--- src/rtl/sia_pkt_pkg.sv ---
// Shared constants and state encodings for the SIA packet parser.
// Rx packets: RX_HDR, cmd, len, len payload bytes.
// Tx responses: TX_HDR, cmd, len, len payload bytes.
package sia_pkt_pkg;

  localparam int unsigned BYTE_W   = 8;
  localparam int unsigned WORK_W   = 640;
  localparam int unsigned TARGET_W = 32;
  localparam int unsigned IMG_W    = WORK_W + TARGET_W;

  localparam logic [7:0] RX_HDR    = 8'hAA;
  localparam logic [7:0] TX_HDR    = 8'h55;
  localparam logic [7:0] CMD_WORK  = 8'h00;
  localparam logic [7:0] CMD_LOOP  = 8'h01;
  localparam logic [7:0] WORK_LEN  = 8'd84;
  localparam logic [7:0] NONCE_LEN = 8'd4;

  typedef enum logic [1:0] {RX_IDLE, RX_CMD, RX_LEN, RX_DATA} rx_state_t;

  // TX_HEAD is the state that emits the TX_HDR byte.
  typedef enum logic [2:0] {TX_IDLE, TX_HEAD, TX_CMD, TX_LEN, TX_DATA} tx_state_t;

endpackage

--- src/rtl/sia_pkt_tx.sv ---
// Response serializer: sends nonce and loop-echo responses to the UART tx.
// Ports: clk, rst (sync, active-high); tx_busy in; tx_data/new_tx_data out;
//   loop_req/loop_len in, loop_rd_idx out, loop_rd_data in, loop_done_c out;
//   nonce/nonce_valid in, nonce_ready out.
module sia_pkt_tx import sia_pkt_pkg::*; #(
  parameter int unsigned IDX_W = 4
) (
  input  logic              clk,
  input  logic              rst,
  input  logic              tx_busy,
  output logic [BYTE_W-1:0] tx_data,
  output logic              new_tx_data,
  input  logic              loop_req,
  input  logic [7:0]        loop_len,
  output logic [IDX_W-1:0]  loop_rd_idx,
  input  logic [7:0]        loop_rd_data,
  output logic              loop_done_c,
  input  logic [31:0]       nonce,
  input  logic              nonce_valid,
  output logic              nonce_ready
);

  tx_state_t   state_q, state_n;
  logic        sel_nonce_q, sel_nonce_n;
  logic [7:0]  idx_q, idx_n;
  logic [7:0]  len_q, len_n;
  logic [31:0] nonce_q, nonce_n;
  logic        pend_q, pend_n;
  logic [7:0]  tx_data_n;
  logic        strobe_n;
  logic        ready_n;
  logic        send_ok;

  assign loop_rd_idx = idx_q[IDX_W-1:0];

  // State and output registers.
  always_ff @(posedge clk) begin
    if (rst) begin
      state_q     <= TX_IDLE;
      sel_nonce_q <= 1'b0;
      idx_q       <= 8'd0;
      len_q       <= 8'd0;
      nonce_q     <= 32'd0;
      pend_q      <= 1'b0;
      tx_data     <= 8'd0;
      new_tx_data <= 1'b0;
      nonce_ready <= 1'b0;
    end else begin
      state_q     <= state_n;
      sel_nonce_q <= sel_nonce_n;
      idx_q       <= idx_n;
      len_q       <= len_n;
      nonce_q     <= nonce_n;
      pend_q      <= pend_n;
      tx_data     <= tx_data_n;
      new_tx_data <= strobe_n;
      nonce_ready <= ready_n;
    end
  end

  // Next-state and byte selection; one strobe per byte, never back to back.
  always_comb begin
    state_n     = state_q;
    sel_nonce_n = sel_nonce_q;
    idx_n       = idx_q;
    len_n       = len_q;
    nonce_n     = nonce_q;
    pend_n      = pend_q;
    tx_data_n   = tx_data;
    strobe_n    = 1'b0;
    loop_done_c = 1'b0;
    send_ok     = !tx_busy && !new_tx_data;

    if (nonce_valid && nonce_ready) begin
      nonce_n = nonce;
      pend_n  = 1'b1;
    end

    case (state_q)
      TX_IDLE: begin
        // Nonce response has priority over a queued loop echo.
        if (pend_q) begin
          sel_nonce_n = 1'b1;
          len_n       = NONCE_LEN;
          idx_n       = 8'd0;
          state_n     = TX_HEAD;
        end else if (loop_req) begin
          sel_nonce_n = 1'b0;
          len_n       = loop_len;
          idx_n       = 8'd0;
          state_n     = TX_HEAD;
        end
      end
      TX_HEAD: if (send_ok) begin
        strobe_n  = 1'b1;
        tx_data_n = TX_HDR;
        state_n   = TX_CMD;
      end
      TX_CMD: if (send_ok) begin
        strobe_n  = 1'b1;
        // Nonce responses reuse command code 0x00.
        tx_data_n = sel_nonce_q ? CMD_WORK : CMD_LOOP;
        state_n   = TX_LEN;
      end
      TX_LEN: if (send_ok) begin
        strobe_n  = 1'b1;
        tx_data_n = len_q;
        state_n   = TX_DATA;
      end
      TX_DATA: if (send_ok) begin
        strobe_n  = 1'b1;
        tx_data_n = sel_nonce_q ? nonce_q[{idx_q[1:0], 3'b000} +: 8] : loop_rd_data;
        idx_n     = idx_q + 8'd1;
        if (idx_q == len_q - 8'd1) begin
          state_n = TX_IDLE;
          if (sel_nonce_q) pend_n = 1'b0;
          else             loop_done_c = 1'b1;
        end
      end
      default: state_n = TX_IDLE;
    endcase

    ready_n = (state_n == TX_IDLE) && !pend_n;
  end

endmodule

--- src/rtl/sia_pkt_parser.sv ---
// SIA packet parser: decodes rx packets into work/target updates and loop
// echoes, and hands responses to the sia_pkt_tx serializer.
// Ports: clk, rst (sync, active-high); rx_data/new_rx_data in;
//   tx_data/new_tx_data out, tx_busy in; work/target/work_valid out;
//   nonce/nonce_valid in, nonce_ready out.
// Optional: define SIA_PARSER_TIMEOUT_EN to abandon rx packets after
//   TIMEOUT_CYCLES idle cycles.
module sia_pkt_parser import sia_pkt_pkg::*; #(
  parameter int unsigned LOOP_DEPTH     = 16,
  parameter int unsigned TIMEOUT_CYCLES = 1000000
) (
  input  logic                clk,
  input  logic                rst,
  input  logic [BYTE_W-1:0]   rx_data,
  input  logic                new_rx_data,
  output logic [BYTE_W-1:0]   tx_data,
  output logic                new_tx_data,
  input  logic                tx_busy,
  output logic [WORK_W-1:0]   work,
  output logic [TARGET_W-1:0] target,
  output logic                work_valid,
  input  logic [31:0]         nonce,
  input  logic                nonce_valid,
  output logic                nonce_ready
);

  localparam int unsigned LOOP_IW = (LOOP_DEPTH > 1) ? $clog2(LOOP_DEPTH) : 1;

  rx_state_t               rx_state, rx_state_n;
  logic [7:0]              cmd_q, len_q, cnt_q;
  logic                    keep_work, keep_loop;
  logic                    last_c;
  logic                    timeout_c;
  logic [IMG_W-BYTE_W-1:0] img;
  logic [IMG_W-1:0]        img_n;
  logic [7:0]              loop_mem [LOOP_DEPTH];
  logic                    loop_pend;
  logic [7:0]              loop_len;
  logic [LOOP_IW-1:0]      loop_rd_idx;
  logic                    loop_done_c;

  // Byte k of the payload ends up at bits [8k+7:8k] after the final shift.
  assign img_n = {rx_data, img};

`ifdef SIA_PARSER_TIMEOUT_EN
  localparam int unsigned TO_W = $clog2(TIMEOUT_CYCLES + 1);
  logic [TO_W-1:0] to_cnt;

  // Idle-cycle counter, only running while a packet is in progress.
  always_ff @(posedge clk) begin
    if (rst || new_rx_data || rx_state == RX_IDLE) to_cnt <= '0;
    else                                           to_cnt <= to_cnt + TO_W'(1);
  end

  assign timeout_c = (rx_state != RX_IDLE) && !new_rx_data &&
                     (to_cnt == TO_W'(TIMEOUT_CYCLES - 1));
`else
  logic unused_timeout;
  assign unused_timeout = (TIMEOUT_CYCLES == 0);
  assign timeout_c      = 1'b0;
`endif

  // Rx state register.
  always_ff @(posedge clk) begin
    if (rst) rx_state <= RX_IDLE;
    else     rx_state <= rx_state_n;
  end

  // Rx next-state logic.
  always_comb begin
    rx_state_n = rx_state;
    last_c     = 1'b0;
    case (rx_state)
      RX_IDLE: if (new_rx_data && rx_data == RX_HDR) rx_state_n = RX_CMD;
      RX_CMD:  if (new_rx_data) rx_state_n = RX_LEN;
      RX_LEN:  if (new_rx_data) rx_state_n = (rx_data == 8'd0) ? RX_IDLE : RX_DATA;
      RX_DATA: if (new_rx_data && cnt_q == len_q - 8'd1) begin
        rx_state_n = RX_IDLE;
        last_c     = 1'b1;
      end
      default: rx_state_n = RX_IDLE;
    endcase
    if (timeout_c) rx_state_n = RX_IDLE;
  end

  // Packet fields, accept decisions, work outputs and loop occupancy.
  always_ff @(posedge clk) begin
    if (rst) begin
      cmd_q      <= 8'd0;
      len_q      <= 8'd0;
      cnt_q      <= 8'd0;
      keep_work  <= 1'b0;
      keep_loop  <= 1'b0;
      loop_pend  <= 1'b0;
      loop_len   <= 8'd0;
      work       <= '0;
      target     <= '0;
      work_valid <= 1'b0;
    end else begin
      work_valid <= 1'b0;
      if (loop_done_c) loop_pend <= 1'b0;
      if (new_rx_data) begin
        case (rx_state)
          RX_CMD: cmd_q <= rx_data;
          RX_LEN: begin
            len_q     <= rx_data;
            cnt_q     <= 8'd0;
            keep_work <= (cmd_q == CMD_WORK) && (rx_data == WORK_LEN);
            // A loop echo is refused while the previous one is still owed.
            keep_loop <= (cmd_q == CMD_LOOP) && (rx_data != 8'd0) &&
                         (32'(rx_data) <= LOOP_DEPTH) && !loop_pend;
          end
          RX_DATA: begin
            cnt_q <= cnt_q + 8'd1;
            if (last_c && keep_work) begin
              work       <= img_n[WORK_W-1:0];
              target     <= img_n[IMG_W-1:WORK_W];
              work_valid <= 1'b1;
            end
            if (last_c && keep_loop) begin
              loop_pend <= 1'b1;
              loop_len  <= len_q;
            end
          end
          default: ;
        endcase
      end
    end
  end

  // Work shift image and loop payload storage (no reset needed).
  always_ff @(posedge clk) begin
    if (new_rx_data && rx_state == RX_DATA) begin
      if (keep_work) img <= img_n[IMG_W-1:BYTE_W];
      if (keep_loop) loop_mem[cnt_q[LOOP_IW-1:0]] <= rx_data;
    end
  end

  sia_pkt_tx #(.IDX_W(LOOP_IW)) u_tx (
    .clk          (clk),
    .rst          (rst),
    .tx_busy      (tx_busy),
    .tx_data      (tx_data),
    .new_tx_data  (new_tx_data),
    .loop_req     (loop_pend),
    .loop_len     (loop_len),
    .loop_rd_idx  (loop_rd_idx),
    .loop_rd_data (loop_mem[loop_rd_idx]),
    .loop_done_c  (loop_done_c),
    .nonce        (nonce),
    .nonce_valid  (nonce_valid),
    .nonce_ready  (nonce_ready)
  );

endmodule
--- config.mk ---
export PLATFORM = sky130hd
export DESIGN_NAME = sia_pkt_parser
export DESIGN_NICKNAME = d
export VERILOG_FILES = /design/src/rtl/sia_pkt_pkg.sv /design/src/rtl/sia_pkt_tx.sv /design/src/rtl/sia_pkt_parser.sv
export SDC_FILE = /design/constraint.sdc
export NUM_CORES = 2
export LEC_CHECK = 0
export CAP_MARGIN = 25
export CORE_AREA = 4 4 407 409
export CTS_CLUSTER_DIAMETER = 150
export CTS_CLUSTER_SIZE = 28
export DETAILED_ROUTE_END_ITERATION = 12
export DIE_AREA = 0 0 411 413
export SLEW_MARGIN = 15
export SYNTH_ARGS = -nofsm -noshare
export SYNTH_HDL_FRONTEND = slang
export SYNTH_SLANG_ARGS = --single-unit
--- constraint.sdc ---
create_clock -name clk -period 23.5 [get_ports clk]
set_input_delay 4.7 -clock clk [delete_from_list [all_inputs] [get_ports clk]]
set_output_delay 4.7 -clock clk [all_outputs]
set_load 0.05 [all_outputs]
==> impl_metrics.yaml <==
cts:
  cts_buffer_depth: 3
  cts_hold_buffers: 0
  clk_pin_slew_worst_paths_ns: 0.11
  postCtsResizedCells: 0
  cts_max_level: 3
  cts_tree: "built"
  clock_latency_ns: 0.69
  cts_buffers: 66
  cts_root_buf: "clkbuf_16"
  cts.sinks: 1569
  postCtsSetupBuffers: 0
pwr:
  powerDensity_mw_per_mm2: 65.4
  ir_drop_uv: 46.5
  power_mw: 4.36
  leakage_nw: 18.6
sta:
  setup_viol: 0
  setup_tns_ns: 0
  max_freq_mhz: 106
  layout_min_cycle_time_ns: 9.47
  fin_crit_sh: 0.403
  whs_ns: 0.450
  drv_slew: 63
  finalHoldViolCount: 0
  rsz0062_at_grt: "no"
  fin_skew_ns: 0.0290
  worst_pin_slew_ns: 1.56
  setup_ws_ns: 14.03
  max_slew_margin: -0.0389
setup_path:
  cp-start-kind: "primary input"
  slowest_stage: "buf_4"
  cp-startpoint: "new_rx_data"
  critPathRequiredTime_ns: 24.10
  critPathMaxFanout: 221
  crit_arrival_ns: 10.07
  cpLargestDelayFamily: "buffers and inverters"
  crit_path_end_kind: "flip-flop"
  ff2ff_path_depth: 11
  crit_type: "primary input to flip-flop"
  timing.rr.start: "len_q[3]"
  cp_num_buf_inv: 4
  cp.depth: 10
  cpMostUsedCell: "buf_4"
  cp_cell_sequence: "clkdlybuf4s50_1 > and2_1 > nand2_1 > a2111oi_4 > and2_4 > buf_4 > buf_4 > buf_12 > nand4_1 > a21oi_1"
  cp_slowest_stage_delay_ns: 0.75
finish:
  layout.nets: 5015
  area_growth_pct: 18.3
  drive_above_1_share: 0.0413
  utilization: 0.412
  fin_area_mm2: 0.0667
  fillers: 15100
  fin_cells: 7190
grt:
  track_usage: 0.190
  global_route.overflow_total: 0
  antenna_found_initial: 1
  grt_pass1_wl_mm: 250
  grt.met2_usage: 0.277
  met3_usage: 0.0576
  grt_max_degree: 222
  grt_util_met1: 0.269
  grt-busiest-layer: "met2"
  grt_pass1_vias: 37400
placement:
  dp_slack_ns: 13.48
  io_buffers: 727
  gp_congestion: 0.833
  dp_hpwl_mm: 107
  placed_area_mm2: 0.0646
  post-place-cells: 7064
hold_path:
  hold_class: "flip-flop to flip-flop"
  hold_depth: 0
  min_from: "img[242]"
floorplan:
  io_pins: 728
  die_w_um: 411
  num_rows: 148
  die_h_um: 413
  start_util: 0.348
  die-area_mm2: 0.170
  core_mm2: 0.162
outcome:
  violations: "max-slew violations"
  status: "complete, but fails checks"
routing:
  final_antenna_net_count: 0
  drtPass1Iterations: 5
  vias: 39700
  via_per_inst: 5.52
  drtIter0Drc: 4852
  routedWlPerCell_um: 23.7
  drt-total-wl_mm: 171
  route.detailed.drc: 0
logic_synthesis:
  syn_area_mm2: 0.0564
  syn_inst: 4596
  synth_cell_type_count: 53
  ys_ff_latch: 1569
  yosys_warnings: 0
  synthArstFlopShare: 0
  synthFlopType: "edfxtp_1"
  syn_nets: 4648
  synth_edf_count: 792
  seq_area_frac_synth: 0.698
  avgSynthCellArea_um2: 12.3
job:
  max_cap_viol_count: 0
[power by group]
part | total, mW | switching, mW | leakage, nW | internal (mW)
clock network | 1.43 | 0.863 | 0.950 | 0.571
logic | 0.0694 | 0.0494 | 5.18 | 0.0200
registers | 2.86 | 0.00604 | 12.5 | 2.85
[layout make-up]
cell class                      instances  area, um^2  area share
Sequential cell                      1569       39300       0.590
Multi-Input combinational cell       2517       14600       0.218
Timing Repair Buffer                  798        8020       0.120
Tap cell                             2175        2720      0.0408
Clock buffer                          113        1900      0.0285
Clock inverter                          6        97.6     0.00146
Inverter                               11        41.3    0.000619
Antenna cell                            1        2.50   0.0000375
[cell families (layout without fill, tap and decap cells)]
group | count (synthesis) | count (layout) | share of synthesized area
flip-flops | 1569 | 1569 | 0.698
AO/OA/AOI/OAI | 1490 | 1490 | 0.135
AND/OR/NAND/NOR | 924 | 924 | 0.0949
buffers and inverters | 510 | 928 | 0.0441
multiplexers | 66 | 66 | 0.0224
XOR/XNOR | 30 | 30 | 0.00466
adder cells (fa/ha/maj) | 7 | 7 | 0.00155
other | 0 | 1 | 0
[synthesized netlist by cell type (all sizes together) (2+ instances only)]
library cell  count  area [um^2]
nand3            10         50.1
nand2           104          390
nor2             63          236
dfxtp           777        15600
nor3b             3         22.5
and2              3         18.8
and3              8         50.1
edfxtp          792        23800
a211oi            2         15.0
nand2b            3         18.8
mux4             48         1080
nand3b            4         30.0
xnor2            11         96.3
nor2b             2         12.5
nor3             17         85.1
o211a             2         20.0
a31oi             2         12.5
o21ai           708         3540
a22o              4         35.0
mux2i            17          170
inv              11         41.3
a311oi            3         26.3
clkbuf          327         1230
o2111ai           3         26.3
buf             172         1210
nand4           688         4300
a21oi           751         3760
ha                7         87.6
a21o              3         22.5
or3               6         37.5
or2               2         12.5
or4               2         15.0
o32ai             3         26.3
nor4              6         37.5
xor2             19          166
[layer usage]
metal  vias up  share of wire
met5         -              0
met4         0          0.033
met3       180          0.095
met2      1605           0.44
met1     19700           0.43
li1      18200              -
[path summary, 6_finish.rpt]
check,slack [ns],to
worst max-delay path,14.03,work[459]
worst min-delay path,0.45,img[234]
worst max register to register,17.48,work[470]
worst min register to register,0.45,img[234]
[sequential cells by signal, indices dropped and copies added (netlist names), 32 cells and up, named ones only]
name,count
loop_mem,128
work,640
target,32
img,664
u_tx.nonce_q,32
[placed cells by master (no fill, tap or decap), drive strengths merged, types with 7 or more instances in the layout]
cell / n
dfxtp: 777
o21ai: 708
and3: 8
inv: 11
nor3: 17
xnor2: 11
nand2: 104
nand3: 10
a21oi: 751
buf: 72
ha: 7
nand4: 688
nor2: 63
clkbuf: 113
xor2: 19
clkdlybuf4s50: 726
edfxtp: 792
mux4: 48
mux2i: 17
(Power assumes the default switching activity.)
